[src/rtl/shifter_pkg.sv]
// Shared types and default widths for the barrel shifter and its normalizer partner.
package shifter_pkg;

   localparam int DEF_N    = 8;
   localparam int DEF_LOGN = 3;

   typedef enum logic [1:0] {
      ST_IDLE  = 2'd0,
      ST_SHIFT = 2'd1,
      ST_DONE  = 2'd2
   } norm_state_t;

endpackage

[src/rtl/seq_normalizer.sv]
// Multi-cycle left normalizer: shifts one bit per clock until the MSB is set, counting shifts.
// Latency k+2 cycles for leading-zero count k (1 cycle for zero input); start ignored while busy.
module seq_normalizer
   import shifter_pkg::*;
#(
   parameter int N    = DEF_N,
   parameter int LOGN = DEF_LOGN
) (
   input  logic            clk,
   input  logic            rst_n,
   input  logic            start,
   input  logic [N-1:0]    in,
   output logic            busy,
   output logic            done,
   output logic [N-1:0]    out,
   output logic [LOGN-1:0] sh_amt,
   output logic            zero
);

   norm_state_t     state_q, state_d;
   logic [N-1:0]    acc_q, acc_d;
   logic [LOGN-1:0] cnt_q, cnt_d;
   logic            zero_q, zero_d;

   always_comb begin
      state_d = state_q;
      acc_d   = acc_q;
      cnt_d   = cnt_q;
      zero_d  = zero_q;
      case (state_q)
         ST_IDLE, ST_DONE: begin
            if (start) begin
               acc_d  = in;
               cnt_d  = '0;
               zero_d = (in == '0);
               state_d = (in == '0) ? ST_DONE : ST_SHIFT;
            end else if (state_q == ST_DONE) begin
               state_d = ST_IDLE;
            end
         end
         ST_SHIFT: begin
            // A nonzero word reaches MSB=1 within N-1 shifts, so cnt cannot wrap.
            if (acc_q[N-1]) begin
               state_d = ST_DONE;
            end else begin
               acc_d = acc_q << 1;
               cnt_d = cnt_q + LOGN'(1);
            end
         end
         default: state_d = ST_IDLE;
      endcase
   end

   always_ff @(posedge clk) begin
      if (!rst_n) begin
         state_q <= ST_IDLE;
         acc_q   <= '0;
         cnt_q   <= '0;
         zero_q  <= 1'b0;
      end else begin
         state_q <= state_d;
         acc_q   <= acc_d;
         cnt_q   <= cnt_d;
         zero_q  <= zero_d;
      end
   end

   assign busy   = (state_q == ST_SHIFT);
   assign done   = (state_q == ST_DONE);
   assign out    = acc_q;
   assign sh_amt = cnt_q;
   assign zero   = zero_q;

endmodule

[config.mk]
export PLATFORM = sky130hd
export DESIGN_NAME = seq_normalizer
export DESIGN_NICKNAME = d
export VERILOG_FILES = /design/src/rtl/shifter_pkg.sv /design/src/rtl/seq_normalizer.sv
export SDC_FILE = /design/constraint.sdc
export NUM_CORES = 1
export LEC_CHECK = 0
export ABC_CLOCK_PERIOD_IN_PS = 1650
export BUFFER_PORTS_ARGS = -buffer_cell sky130_fd_sc_hd__clkbuf_2
export CORE_MARGIN = 4
export CORE_UTILIZATION = 45
export CTS_BUF_LIST = sky130_fd_sc_hd__clkbuf_4
export CTS_CLUSTER_DIAMETER = 60
export DETAILED_ROUTE_END_ITERATION = 12
export PLACE_DENSITY = 0.75
export SYNTH_ARGS = -nofsm -noshare
export SYNTH_HDL_FRONTEND = slang
export SYNTH_SLANG_ARGS = --single-unit
[constraint.sdc]
create_clock -name clk -period 1.65 [get_ports clk]
set_input_delay 0.33 -clock clk [delete_from_list [all_inputs] [get_ports clk]]
set_output_delay 0.33 -clock clk [all_outputs]
set_load 0.02 [all_outputs]
# == Word-level counts from Yosys, hierarchy flattened ==
# Index checks and enable logic that the tools add are counted.
# totals
regBits,14
in_bits,11
output_inout_bits,14
wordCells,31
# op_classes
addsub,1
eq_ne,6
n_mux,11
reduce_logical,8
# ops
op,n
8-bit 2-to-1 mux,2
8-bit case mux with 2 select lines,1
8-bit zero test,1
2-bit 2-to-1 mux,4
3-bit 2-to-1 mux,2
3-bit case mux with 2 select lines,1
2-bit AND reduction,3
"2-bit != test, second input constant",2
2-bit case mux with 2 select lines,1
"3-bit by 1-bit adder with 3-bit output, second input constant",1
"3-bit != test, second input constant",1
3-bit AND reduction,1
"2-bit by 1-bit equality test with 1-bit output, second input constant",1
"2-bit equality test, second input constant",1
2-bit zero test,1
"2-bit by 1-bit != test with 1-bit output, second input constant",1
2-bit nonzero test,1
2-bit OR reduction,1

# == Logic depth before layout (Yosys ltp) ==
# logic_depth
word_depth,4
mapped_depth,4

# == Worst setup path before layout ==
# Ideal clock, no wire load.
# synth_path
kind,register -> register
startpoint,"reg acc_q[7], in the netlist out[7]"
endpoint,"reg cnt_q[2], in the netlist sh_amt[2]"
setup_ns,0.122
t_arrival_ns,1.166
required_time_ns,1.528
slack_ns,0.363
path_stages_with_launch,5
n_path_buf,1
period_less_slack_ns,1.287
cell_sequence,dfxtp_1 > or3b_1 > buf_2 > o21ai_0 > a21oi_1
# synth_between
elab_chain_cells,2
# synth_lines
item,line_no,rtl
start: declaration,seq_normalizer.sv:21,"logic [N-1:0] acc_q, acc_d;"
start signal: assignment,seq_normalizer.sv:57,acc_q <= '0;
start signal: assignment,seq_normalizer.sv:62,acc_q <= acc_d;
2-bit != test (no line),-,
3-bit AND reduction (no line),-,
end signal: assignment,seq_normalizer.sv:63,cnt_q <= cnt_d;
end: declaration,seq_normalizer.sv:22,"logic [LOGN-1:0] cnt_q, cnt_d;"
# No other way between the ends.
# A chain may end at the register's enable or synchronous reset.

# == Worst setup path in the final report ==
# layout_path
startpoint,reg state_q[0]
endpoint,out busy
# layout_between
elab_chain_cells,1
# layout_lines
item,line_no,rtl
start: declaration,seq_normalizer.sv:20,"norm_state_t state_q, state_d;"
start signal: assignment,seq_normalizer.sv:61,state_q <= state_d;
2-bit by 1-bit equality test with 1-bit output,seq_normalizer.sv:68,assign busy = (state_q == ST_SHIFT);
end: declaration,seq_normalizer.sv:13,"output logic busy,"
# No other way between the ends.

==> flow_summary_export.csv <==
group,metric,value,unit
outcome,status,"finished, final reports clean",
synthesis,synth.distinct_cells,21,
grt,grtUsageTotal,0.165,
clock_network,cts_resized,0,
die,rows,13,
critical_path,cpPeakStageDelay,390,ps
layout,layout_common_cells,"24 x clkbuf_2, 14 x dfxtp_1, 10 x nand3_1",
critical_path,cp.arrival,1140,ps
clock_network,cts_tree,"yes",
sta,rsz0062_at_grt,"no",
route,drc,0,
grt,antenna_found_initial,0,
clock_network,post-cts-setup-buffer-count,0,
run,cap_violations,0,
grt,grt_pass1_vias,561,
die,die_w,45.1,um
layout,syn2layout_area_growth,26.3,%
synthesis,yosys.area.top_type,"dfxtp_1",
route,routedWlPerCell,13.4,um
clock_network,clkTransAtPathRegs,80,ps
worst_hold_path,hold_path.class,"in2reg",
clock_network,hold_buffers,0,
sta,maxSlewHeadroom,0.640,
critical_path,crit_type,"reg2out",
critical_path,worstRegToRegCells,3,
synthesis,syn_avg_cell_area,8.85,um^2
synthesis,synth_seq_cells,14,
critical_path,path_buf_inv,1,
route,drt_iter0_drc,16,
layout,fillCellCount,120,
layout,post_route_cells_drive_above_1_share,0.313,
sta,worstMarginPinSlew,537,ps
die,start_util,0.476,
route,viasPerCell,5.70,
grt,grt_overflow,0,
sta,finalCriticalPeriod,1470,ps
synthesis,syn_nets,82,
sta,fmax,0.681,GHz
clock_network,root_buffer,"clkbuf_4",
critical_path,cp_num_cells,2,
sta,fin_ws,181,ps
layout,final_common_cell,"clkbuf_2",
power,power.density,912,mW/mm^2
die,die_h,45.1,um
synthesis,synth_top_area_frac,0.453,
grt,grt_max_degree,16,
sta,setup_viol,0,
critical_path,required,1320,ps
sta,fin_crit_sh,0.890,
power,p_leak,0.000339,uW
worst_hold_path,hold_depth,3,
critical_path,critical-path-slowest-cell,"dfxtp_1",
die,ioPinCount,25,
sta,final_hold_viol_count,0,
synthesis,synthesis.area,619,um^2
clock_network,numClockSinks,14,
place,dp_worst_setup_slack,265,ps
critical_path,cpLargestDelayFamily,"flip-flops",
critical_path,start_kind,"flip-flop",
critical_path,cp-end-kind,"primary output",
place,gp_congestion,0.725,
die,coreArea,0.00130,mm^2
sta,final.setup.tns,0,ps
layout,diodes,0,
clock_network,clock_latency,280,ps
sta,report.final.slew_viol_count,0,
layout,layout.nets,109,
route,routed_wl,1.48,mm
sta,skew,2.69,ps
clock_network,htreeDepth,1,
place,hpwl,1.09,mm
power,peakVddDrop,0.444,mV
synthesis,synth-seq-area-share,0.453,
synthesis,synth_cells,70,
synthesis,synth.yosys.warnings,0,
synthesis,yosys-top-cells-area,"dfxtp_1 45%, a21boi_0 9.7%, nand3_1 8.1%",
die,die_area,0.00203,mm^2
route,dr.pass1.iters,4,
critical_path,worstPathCellList,"nor2b_1 -> clkbuf_2",
place,portBuffers,24,
clock_network,cts_made_buffers,3,
clock_network,clockBufferDepth,2,
grt,grt_pass1_wl,2.44,mm
route,ant_nets,0,
route,vias,633,
critical_path,crit_fanout,6,
cells in the mapped netlist (all sizes together):
master,n
dfxtp,14
nand3,10
a21boi,8
a22oi,6
nand2,5
o21ai,4
nor2b,3
a21oi,2
buf,2
clkbuf,2
nor2,2
nor4,2
o21a,2
a211oi,1
and3,1
ha,1
inv,1
nand2b,1
nor3b,1
or3,1
or3b,1
registers in the layout, summed over array words and instances, names as in the netlist:
name / flops
sh_amt: 3
out: 8
zero: 1
state_q: 2
routing by layer:
| layer | share of wire | GRT usage |
|---|---|---|
| met5 | 0 | 0 |
| met1 | 0.44 | 0.211 |
| met4 | 0.023 | 0.0877 |
| met3 | 0.065 | 0.0398 |
| met2 | 0.47 | 0.254 |
cells by family (layout without fill, tap and decap cells):
| kind of cell | after synthesis | after routing | synth area share |
|---|---|---|---|
| AND/OR/NAND/NOR | 27 | 27 | 0.238 |
| AO/OA/AOI/OAI | 23 | 23 | 0.255 |
| flip-flops | 14 | 14 | 0.453 |
| buffers and inverters | 5 | 31 | 0.0343 |
| adder cells (fa/ha/maj) | 1 | 1 | 0.0202 |
final cells by class:
cell class,count,area [um^2],share of cell area
Timing Repair Buffer,26,135,0.173
Clock inverter,1,3.75,0.00480
Clock buffer,3,22.5,0.0288
Sequential cell,14,280,0.358
Multi-Input combinational cell,51,318,0.406
Inverter,1,3.75,0.00480
Tap cell,15,18.8,0.0240
metrics by stage:
step,hold WS [ps],area [um^2],power (uW),util,cells
final,293,782,713,0.601,111
after global routing,309,782,746,0.601,111
after CTS,289,782,720,0.601,111
after detailed placement,469,756,524,0.581,107
after global placement,465,756,521,0.581,107
after floorplan,475,619,469,-,70
worst min-delay path, cell delays in order:
cell      delay (ps)
clkbuf_2          90
nand2_1           50
a21boi_0          60
final timing paths:
kind | from | to | slack (ps)
setup reg to reg | state_q[0]$_SDFFE_PN0P_ | sh_amt[2]$_SDFFE_PN0P_ | 240
setup / recovery | state_q[0]$_SDFFE_PN0P_ | busy | 180
hold reg to reg | zero$_SDFFE_PN0P_ | zero$_SDFFE_PN0P_ | 480
hold / removal | in[0] | out[0]$_SDFFE_PN0P_ | 290
report_power, final:
| group | switching, uW | internal [uW] |
|---|---|---|
| registers | 17.4 | 358 |
| clock network | 109 | 87.9 |
| logic | 85.3 | 55.0 |
(Power assumes the default switching activity.)
